$ cat src/rtl/scpu_pkg.sv
// Shared scpu types: sequencer states, writeback source and CSR op codes.
// Imported by the sequencer and by the instruction decoder.
package scpu_pkg;

  typedef enum logic [2:0] {
    S_BOOT,
    S_IF_REQ,
    S_IF_WAIT,
    S_EX,
    S_LS_REQ,
    S_LS_WAIT,
    S_WB,
    S_TRAP
  } state_t;

  localparam logic [2:0] WD_SRC_MEM = 3'b100;

  localparam logic [2:0] CSR_ECALL = 3'b010;
  localparam logic [2:0] CSR_MRET  = 3'b011;
  localparam logic [2:0] CSR_RW    = 3'b101;
  localparam logic [2:0] CSR_RS    = 3'b110;

  function automatic logic csr_writes(input logic [2:0] op);
    logic w;
    w = 1'b0;
    unique case (op)
      CSR_ECALL, CSR_MRET,
      CSR_RW, CSR_RS: w = 1'b1;
      default:        w = 1'b0;
    endcase
    return w;
  endfunction

endpackage

$ cat src/rtl/seq_timeout.sv
// Loadable down-counter: reloads on clear, decrements while enabled,
// flags expiry once CYCLES-1 enabled cycles have elapsed since the clear.
module seq_timeout #(
  parameter int CYCLES = 256
) (
  input  logic clk,
  input  logic rst,
  input  logic clr_i,
  input  logic en_i,
  output logic expired_o
);

  localparam int W = (CYCLES > 1) ? $clog2(CYCLES) : 1;
  localparam logic [W-1:0] LOAD = W'(CYCLES - 1);

  logic [W-1:0] cnt_q, cnt_d;

  always_comb begin
    cnt_d = cnt_q;
    if (clr_i) begin
      cnt_d = LOAD;
    end else if (en_i && cnt_q != '0) begin
      cnt_d = cnt_q - W'(1);
    end
  end

  always_ff @(posedge clk or posedge rst) begin
    if (rst) begin
      cnt_q <= LOAD;
    end else begin
      cnt_q <= cnt_d;
    end
  end

  assign expired_o = (cnt_q == '0);

endmodule

$ cat src/rtl/exec_sequencer.sv
// Multi-cycle instruction sequencer between the decoder and the IFU/LSU
// bus masters; gates pc/regfile/csr writes to one cycle per instruction.
module exec_sequencer
  import scpu_pkg::*;
#(
  parameter int TIMEOUT_CYCLES = 256,
  parameter int COUNTER_W      = 64
) (
  input  logic                 clk,
  input  logic                 rst,
  output logic                 ifu_req_valid,
  input  logic                 ifu_req_ready,
  input  logic                 ifu_rsp_valid,
  input  logic                 ifu_rsp_err,
  output logic                 inst_we,
  input  logic                 dec_reg_write,
  input  logic                 dec_mem_write,
  input  logic [2:0]           dec_wd_src,
  input  logic [2:0]           dec_csr,
  output logic                 lsu_req_valid,
  input  logic                 lsu_req_ready,
  output logic                 lsu_req_wen,
  input  logic                 lsu_rsp_valid,
  input  logic                 lsu_rsp_err,
  output logic                 pc_we,
  output logic                 rf_we,
  output logic                 csr_we,
  output logic                 trap,
  output logic [COUNTER_W-1:0] minstret
);

  state_t               state_q, state_d;
  logic [COUNTER_W-1:0] minstret_q, minstret_d;
  logic                 tmo_exp, tmo_en, tmo_clr;
  logic                 is_mem;

  assign is_mem = dec_mem_write | (dec_wd_src == WD_SRC_MEM);

  assign tmo_en  = state_q inside {S_IF_REQ, S_IF_WAIT,
                                   S_LS_REQ, S_LS_WAIT};
  assign tmo_clr = (state_d != state_q);

  seq_timeout #(
    .CYCLES(TIMEOUT_CYCLES)
  ) u_timeout (
    .clk      (clk),
    .rst      (rst),
    .clr_i    (tmo_clr),
    .en_i     (tmo_en),
    .expired_o(tmo_exp)
  );

  always_comb begin
    state_d       = state_q;
    minstret_d    = minstret_q;
    ifu_req_valid = 1'b0;
    inst_we       = 1'b0;
    lsu_req_valid = 1'b0;
    lsu_req_wen   = 1'b0;
    pc_we         = 1'b0;
    rf_we         = 1'b0;
    csr_we        = 1'b0;
    trap          = 1'b0;
    unique case (state_q)
      S_BOOT: state_d = S_IF_REQ;
      S_IF_REQ: begin
        ifu_req_valid = 1'b1;
        if (ifu_req_ready)  state_d = S_IF_WAIT;
        else if (tmo_exp)   state_d = S_TRAP;
      end
      // a handshake in the expiry cycle takes priority over the timeout
      S_IF_WAIT: begin
        if (ifu_rsp_valid) begin
          if (ifu_rsp_err) begin
            state_d = S_TRAP;
          end else begin
            inst_we = 1'b1;
            state_d = S_EX;
          end
        end else if (tmo_exp) begin
          state_d = S_TRAP;
        end
      end
      S_EX: state_d = is_mem ? S_LS_REQ : S_WB;
      S_LS_REQ: begin
        lsu_req_valid = 1'b1;
        lsu_req_wen   = dec_mem_write;
        if (lsu_req_ready)  state_d = S_LS_WAIT;
        else if (tmo_exp)   state_d = S_TRAP;
      end
      S_LS_WAIT: begin
        if (lsu_rsp_valid) begin
          state_d = lsu_rsp_err ? S_TRAP : S_WB;
        end else if (tmo_exp) begin
          state_d = S_TRAP;
        end
      end
      S_WB: begin
        pc_we      = 1'b1;
        rf_we      = dec_reg_write;
        csr_we     = csr_writes(dec_csr);
        minstret_d = minstret_q + COUNTER_W'(1);
        state_d    = S_IF_REQ;
      end
      S_TRAP: trap = 1'b1;
      default: state_d = S_TRAP;
    endcase
  end

  always_ff @(posedge clk or posedge rst) begin
    if (rst) begin
      state_q    <= S_BOOT;
      minstret_q <= '0;
    end else begin
      state_q    <= state_d;
      minstret_q <= minstret_d;
    end
  end

  assign minstret = minstret_q;

endmodule

$ cat config.mk
export PLATFORM = sky130hd
export DESIGN_NAME = exec_sequencer
export DESIGN_NICKNAME = d
export VERILOG_FILES = /design/src/rtl/scpu_pkg.sv /design/src/rtl/seq_timeout.sv /design/src/rtl/exec_sequencer.sv
export SDC_FILE = /design/constraint.sdc
export NUM_CORES = 1
export LEC_CHECK = 0
export CAP_MARGIN = 20
export CORE_MARGIN = 2
export CORE_UTILIZATION = 57
export CTS_CLUSTER_DIAMETER = 80
export DETAILED_ROUTE_END_ITERATION = 8
export DONT_BUFFER_PORTS = 1
export HOLD_SLACK_MARGIN = 0.02
export PLACE_DENSITY = 0.77
export SETUP_SLACK_MARGIN = 0.15
export SLEW_MARGIN = 15
export SYNTH_ARGS = -nofsm -noshare
export SYNTH_HDL_FRONTEND = slang
export SYNTH_SLANG_ARGS = --single-unit
$ cat constraint.sdc
create_clock -name clk -period 2.12 [get_ports clk]
set_input_delay 0.212 -clock clk [delete_from_list [all_inputs] [get_ports clk]]
set_output_delay 0.212 -clock clk [all_outputs]
set_load 0.01 [all_outputs]
==> results of run 1 <==
==> state kept, by name (all words and copies together), names as in the netlist <==
name             cells
minstret            64
u_timeout.cnt_q      8
state_q              3
==> stage by stage <==
stage / utilization [%] / std cells / setup WS (ps) / hold slack (ps)
after floorplan: - / 384 / 160.3 / 408.9
after global placement: 65.44 / 488 / 49.05 / 220.6
after CTS: 69.84 / 507 / 78.01 / 67.07
final: 72.26 / 514 / 143.7 / 75.06
after global routing: 72.26 / 514 / 112.4 / 78.91
after detailed placement: 65.44 / 488 / -104.8 / 223.4
==> worst min-delay path by stage <==
stage	from	endpoint	cells past startpoint
6_report	lsu_rsp_valid	state_q[1]	2
3_5_place_dp	rst	state_q[0]	2
2_1_floorplan	rst	minstret[0]	1
4_1_cts	lsu_rsp_valid	state_q[1]	2
5_1_grt	lsu_rsp_valid	state_q[1]	2
3_3_place_gp	rst	state_q[0]	2
==> cell type report <==
type / count / area [um^2] / share of cell area, %
tap: 77 / 96.34 / 2.076
timing repair buffer: 46 / 351.6 / 7.576
clock inverter: 6 / 90.09 / 1.941
sequential: 75 / 1892 / 40.77
multi-input combinational: 285 / 2023 / 43.60
clock buffer: 10 / 127.6 / 2.750
inverter: 15 / 60.06 / 1.294
==> cells by family (layout without fill, tap and decap cells) <==
family	Yosys count	count (layout)	share of synthesized area, %
AOI/OAI and AO/OA	24	24	4.292
xor gates and xnor gates	70	70	15.93
and+or+nand+nor	187	187	27.15
buffers and inverters	24	77	2.373
DFF	75	75	49.02
adders and majority gates	2	2	0.6501
muxes	2	2	0.5851
==> per-layer routing <==
metal,GRT usage [%],up-vias
met3,6.000,13
met5,0,-
met2,39.96,98
met4,8.097,0
met1,31.80,1522
li1,-,1444
==> power breakdown <==
part           internal, uW  switching (uW)  total, uW
combinational           372             559        930
sequential             1520            79.7       1600
clock                   665             542       1210
total                  2550            1180       3740
==> cell usage after synthesis (2+ instances only) <==
| library cell | n | share of area (%) |
|---|---|---|
| sky130_fd_sc_hd__nand3_1 | 41 | 5.3 |
| sky130_fd_sc_hd__xnor2_1 | 34 | 7.7 |
| sky130_fd_sc_hd__nor3_1 | 21 | 2.7 |
| sky130_fd_sc_hd__dfrtp_1 | 67 | 44 |
| sky130_fd_sc_hd__o21ai_0 | 4 | 0.52 |
| sky130_fd_sc_hd__and4_1 | 3 | 0.68 |
| sky130_fd_sc_hd__nand4b_1 | 2 | 0.46 |
| sky130_fd_sc_hd__o211ai_1 | 3 | 0.59 |
| sky130_fd_sc_hd__or4_1 | 2 | 0.39 |
| sky130_fd_sc_hd__nand2_1 | 30 | 2.9 |
| sky130_fd_sc_hd__nor4_2 | 2 | 0.65 |
| sky130_fd_sc_hd__o221ai_1 | 2 | 0.46 |
| sky130_fd_sc_hd__xor2_1 | 36 | 8.2 |
| sky130_fd_sc_hd__clkbuf_1 | 8 | 0.78 |
| sky130_fd_sc_hd__a21oi_1 | 7 | 0.91 |
| sky130_fd_sc_hd__nor3b_1 | 2 | 0.39 |
| sky130_fd_sc_hd__nor3_2 | 2 | 0.52 |
| sky130_fd_sc_hd__and3_1 | 7 | 1.1 |
| sky130_fd_sc_hd__dfstp_2 | 8 | 5.5 |
| sky130_fd_sc_hd__nor2_1 | 33 | 3.2 |
| sky130_fd_sc_hd__nand4_2 | 5 | 1.6 |
| sky130_fd_sc_hd__nand4_1 | 15 | 2.4 |
| sky130_fd_sc_hd__nor4_1 | 4 | 0.65 |
| sky130_fd_sc_hd__mux2_2 | 2 | 0.59 |
| sky130_fd_sc_hd__and2_1 | 3 | 0.49 |
| sky130_fd_sc_hd__ha_1 | 2 | 0.65 |
| sky130_fd_sc_hd__nand2b_1 | 3 | 0.49 |
| sky130_fd_sc_hd__and4b_1 | 2 | 0.52 |
| sky130_fd_sc_hd__inv_1 | 15 | 1.5 |
| sky130_fd_sc_hd__o2111ai_1 | 2 | 0.46 |
| sky130_fd_sc_hd__or3_1 | 2 | 0.33 |
==> layout by cell type, fill, tap and decap left out, drive strengths merged, types with 3 or more instances in the layout <==
cell type | netlist | routed
dfstp | 8 | 8
o211ai | 3 | 3
xor2 | 36 | 36
nand3 | 41 | 41
inv | 15 | 14
a21oi | 7 | 7
o21ai | 4 | 4
nand2 | 30 | 30
and4 | 3 | 3
nor2 | 33 | 33
nand4 | 20 | 20
buf | 1 | 45
nor4 | 7 | 7
nor3 | 23 | 23
clkinv | 0 | 3
clkbuf | 8 | 10
xnor2 | 34 | 34
and2 | 3 | 3
dfrtp | 67 | 67
nand2b | 3 | 3
and3 | 7 | 7
==> timing repair <==
action	in CTS	in global routing
gates resized for setup	9	19
cloned	0	0
buffers inserted	2	7
hold buffers	1	0
endpoints found under the hold margin	67	0
pin swaps	3	3
setup endpoints to repair	24	40
==> worst max-delay path, delay by kind of cell (launching register included) <==
kind,cells,cell delay [ps]
AO/OA/AOI/OAI,3,690
buffers and inverters,1,70
adder cells (fa/ha/maj),1,150
AND/OR/NAND/NOR,2,590
flip-flops,1,400
==> qor.txt, run 1 <==
critical path capture point - u_timeout.cnt_q[1]
fraction of layout instances using a drive strength above 1 - 23.57%
core footprint - 0.006422 mm^2
total number of yosys warnings - 0
final-report hold violation count - 0
dpl cell area - 0.004203 mm^2
Setup crit start kind - register
Achievable Freq - 0.5060 GHz
dominant register cell in the synthesized netlist - sky130_fd_sc_hd__dfrtp_1
Async S/R FF share, synth - 100.0%
Detail Placement HPWL - 6167 um
flip-flop and latch count after synthesis - 75
diode count - 0
die height - 86.17 um
netlist area before placement - 0.003849 mm^2
number of clock buffers inserted by TritonCTS - 9
reg-to-reg critical path endpoint - u_timeout.cnt_q[1]
maximum number of pins on one net before global-route repair - 44
final weighted congestion of routability-driven global placement - 0.8767
result of the run - complete, no violations
setup TNS - 0 ps
arrival time at the worst endpoint - 2240 ps
global-route wire length before repair - 14340 um
count of fill cells added during filler insertion - 441
required time worst endpoint - 2380 ps
mean post-synth cell area - 10.02 um^2
worst-path fanout max - 8
Critical Path Sink Type - register
via count - 3077
sum of routed wire length over all layers - 9062 um
TritonRoute pass-1 iters - 5
standard-cell rows - 29
post-layout power - 3735 uW
portion of the post-synthesis area used by sequential elements - 49.02%
Clock Sink Count - 75
worst skew pair latency - 340 ps
cell area after layout - 0.004641 mm^2
P per Cell Area - 804.8 mW/mm^2
leakage power - 0.002209 uW
input/output buffers - 0
first element of the critical path - u_timeout.cnt_q[1]
residual antenna-violating net count after detailed routing - 0
CP max-delay cell - sky130_fd_sc_hd__or4b_4
DR vias/cell - 5.986
routed length on met1 - 3838 um
root buf cell - sky130_fd_sc_hd__clkbuf_8
CTS tree - yes
Max-cap violations - 0
category of the most critical setup path - reg2reg
number of cells produced by synthesis - 384
unrepaired setup endpoints after global routing - true
share of the clock period used by the worst path after layout - 93.22%
max-slew violation total from the final report - 0
Total Routing Usage GR - 24.31%
DRC violation total after the first TritonRoute iteration - 147
Post-synth EDFFs - 0
headroom to the max-slew limit - 63.75%
synth unique cells - 46
cells along the critical path - inv_2 > ha_4 > or4b_4 > o311a_1 > a221oi_2 > nor2_4 > o2111ai_1
Worst R2R Path Depth - 7
worst voltage drop across the vdd grid - 0.4901 mV
I/O pin count - 88
setup clock skew after layout - 13.02 ps
starting density of the core - 59.93%
setup slack of the most critical reg-to-reg path - 140 ps
net count of the finished layout - 450
Post-route DRC - 0
DR WL/cell - 17.63 um
net count of the mapped netlist - 402
fin crit period - 1976 ps
Die ar. - 0.007425 mm^2
FF-to-FF Start - u_timeout.cnt_q[1]
WL met3 - 538 um
Crit path largest cell delay - 480 ps
Max Root-Sink Buffers - 2
htree depth - 3
Hold/Removal Path Class - in2reg
remaining global-route overflow - 0
number of antenna violations at the first check in global routing - 0
number of endpoints failing setup at the final stage - 0
Horiz. Die Dim - 86.17 um
top routing layer in use - met4
Least-Margin Pin Slew - 543.7 ps
vias in the first global route - 2954
Layout Area Growth over Synthesis - 20.58%
routed wire length on met2 - 4577 um
Reg clk slew, reported paths - 80 ps
Power figures use the tool's default switching activity.
==> run 2, diff against run 1 <==
--- a/config.mk
+++ b/config.mk
@@ -14,6 +14,7 @@
 export HOLD_SLACK_MARGIN = 0.02
 export PLACE_DENSITY = 0.77
 export SETUP_SLACK_MARGIN = 0.15
+export SKIP_CTS_REPAIR_TIMING = 1
 export SLEW_MARGIN = 15
 export SYNTH_ARGS = -nofsm -noshare
 export SYNTH_HDL_FRONTEND = slang
==> run 2 against run 1 <==
Flip-flop and latch count unchanged. Register-to-register slack worse by 40 ps. Cell count down 0.39%. First-iteration DRC count unchanged. Worst hold slack worse by 12 ps. Design area up 0.86%. Clock skew up 2.8 ps. Maximum frequency down 1.8%. Combinational power up 5.2%. Largest power group unchanged. Die area unchanged.
==> qor.txt, run 2 (synthesis results as in run 1) <==
number of clock buffers inserted by TritonCTS - 9 (unchanged)
WL met3 - 575 um (was 538 um)
DRC violation total after the first TritonRoute iteration - 147 (unchanged)
Least-Margin Pin Slew - 546.0 ps (was 543.7 ps)
Hold/Removal Path Class - in2reg (unchanged)
result of the run - complete, no violations (unchanged)
sum of routed wire length over all layers - 9161 um (was 9062 um)
Horiz. Die Dim - 86.17 um (unchanged)
die height - 86.17 um (unchanged)
share of the clock period used by the worst path after layout - 94.92% (was 93.22%)
top routing layer in use - met4 (unchanged)
Layout Area Growth over Synthesis - 21.62% (was 20.58%)
number of flip-flops under the largest register name - 64 (unchanged)
total area of multi-input combinational cells - 0.002079 mm^2 (was 0.002023 mm^2)
cells along the critical path - inv_2 > ha_4 > or4b_4 > o311a_1 > a221oi_2 > nor2_4 > o2111ai_1 (unchanged)
Setup crit start kind - register (unchanged)
residual antenna-violating net count after detailed routing - 0 (unchanged)
starting density of the core - 59.93% (unchanged)
remaining global-route overflow - 0 (unchanged)
worst-case hold path end point - state_q[1] (unchanged)
DR vias/cell - 6.057 (was 5.986)
setup clock skew after layout - 15.78 ps (was 13.02 ps)
DR WL/cell - 17.89 um (was 17.63 um)
CP max-delay cell - sky130_fd_sc_hd__or4b_4 (unchanged)
routed length on met1 - 3808 um (was 3838 um)
setup TNS - 0 ps (unchanged)
input/output buffers - 0 (unchanged)
worst voltage drop across the vdd grid - 0.4784 mV (was 0.4901 mV)
reg-to-reg critical path endpoint - u_timeout.cnt_q[1] (unchanged)
fraction of layout instances using a drive strength above 1 - 25.06% (was 23.57%)
post-layout power - 3793 uW (was 3735 uW)
final-report hold violation count - 0 (unchanged)
FF-to-FF Start - u_timeout.cnt_q[0] (was u_timeout.cnt_q[1])
Crit path largest cell delay - 490 ps (was 480 ps)
Worst Hold Path Cells - 2 (unchanged)
Critical Path Sink Type - register (unchanged)
Achievable Freq - 0.4969 GHz (was 0.5060 GHz)
FF+latch area - 0.001891 mm^2 (was 0.001892 mm^2)
maximum number of pins on one net before global-route repair - 44 (unchanged)
net count of the finished layout - 448 (was 450)
TritonRoute pass-1 iters - 5 (unchanged)
Max Root-Sink Buffers - 2 (unchanged)
vias in the first global route - 2940 (was 2954)
Max-cap violations - 0 (unchanged)
required time worst endpoint - 2400 ps (was 2380 ps)
Post-route DRC - 0 (unchanged)
unrepaired setup endpoints after global routing - true (unchanged)
via count - 3101 (was 3077)
hold wc startpoint - lsu_rsp_valid (unchanged)
I/O pin count - 88 (unchanged)
standard-cell rows - 29 (unchanged)
global-route wire length before repair - 14100 um (was 14340 um)
P per Cell Area - 810.3 mW/mm^2 (was 804.8 mW/mm^2)
Clock Sink Count - 75 (unchanged)
number of antenna violations at the first check in global routing - 0 (unchanged)
setup slack of the most critical reg-to-reg path - 110 ps (was 140 ps)
Die ar. - 0.007425 mm^2 (unchanged)
Total Routing Usage GR - 23.91% (was 24.31%)
CTS tree - yes (unchanged)
htree depth - 3 (unchanged)
count of fill cells added during filler insertion - 436 (was 441)
Reg clk slew, reported paths - 80 ps (about the same)
worst-path fanout max - 8 (unchanged)
headroom to the max-slew limit - 63.60% (was 63.75%)
diode count - 0 (unchanged)
worst skew pair latency - 360 ps (was 340 ps)
category of the most critical setup path - reg2reg (unchanged)
leading cell type in the layout, fill and taps excluded - sky130_fd_sc_hd__dfrtp_1 (unchanged)
Detail Placement HPWL - 6167 um (unchanged)
max-slew violation total from the final report - 0 (unchanged)
fin crit period - 2012 ps (was 1976 ps)
root buf cell - sky130_fd_sc_hd__clkbuf_8 (unchanged)
routed wire length on met2 - 4616 um (was 4577 um)
Worst R2R Path Depth - 7 (unchanged)
leakage power - 0.002223 uW (was 0.002209 uW)
top library cells by usage in the layout, fill and taps aside - sky130_fd_sc_hd__dfrtp_1, sky130_fd_sc_hd__buf_4, sky130_fd_sc_hd__xor2_1 (was sky130_fd_sc_hd__dfrtp_1, sky130_fd_sc_hd__buf_4, sky130_fd_sc_hd__nand3_1)
arrival time at the worst endpoint - 2290 ps (was 2240 ps)
final weighted congestion of routability-driven global placement - 0.8767 (unchanged)
core footprint - 0.006422 mm^2 (unchanged)
number of endpoints failing setup at the final stage - 0 (unchanged)
run 2: cell count changes in the layout (fill, tap and decap cells not counted), sizes merged:
cell | previous run | this run
buf | 45 | 43
run 2: final cells by class:
type	count	share of cell area (%)
Multi-Input combinational cell	285	44.43
Clock buffer	10	2.727
Tap cell	77	2.058
Clock inverter	6	1.925
Timing Repair Buffer	44	7.191
Sequential cell	75	40.39
Inverter	15	1.283
run 2: metrics by stage:
stage / cells / util (%) / worst slack (ps) / cell area [um^2] / hold slack [ps]
6_report: 512 / 72.88 / 107.6 / 4681 / 62.74
5_1_grt: 512 / 72.88 / 54.04 / 4681 / 78.91
3_5_place_dp: 488 / 65.44 / -104.8 / 4203 / 223.4
3_3_place_gp: 488 / 65.44 / 49.05 / 4203 / 220.6
4_1_cts: 504 / 68.83 / -114.1 / 4420 / -153.7
2_1_floorplan: 384 / - / 160.3 / 3871 / 408.9
run 2: power by group:
part | leakage [uW] | switching [uW] | internal, uW
Combinational | 0.00111 | 595 | 383
Clock | 0.000106 | 553 | 665
Sequential | 0.00100 | 79.1 | 1520
Total | 0.00222 | 1230 | 2570
run 2: critical path, delay by kind of cell (launching register included):
kind                       cells  cell delay [ps]
AOI/OAI and AO/OA              3              680
and+or+nand+nor                2              630
DFF                            1              390
adders and majority gates      1              160
buffers and inverters          1               80
run 2: worst max path at each step:
stage / from / to / slack (ps)
final: u_timeout.cnt_q[0] / u_timeout.cnt_q[1] / 110
after global routing: u_timeout.cnt_q[0] / u_timeout.cnt_q[1] / 50
after CTS: u_timeout.cnt_q[0] / u_timeout.cnt_q[1] / -110
after detailed placement: u_timeout.cnt_q[0] / u_timeout.cnt_q[1] / -100
after global placement: u_timeout.cnt_q[0] / u_timeout.cnt_q[1] / 50
after floorplan: u_timeout.cnt_q[0] / u_timeout.cnt_q[1] / 160
run 2: routing by layer:
layer	up-vias	track usage, %
met3	22	6.000
met1	1519	31.28
met2	114	38.97
li1	1446	-
met5	-	0
met4	0	8.523
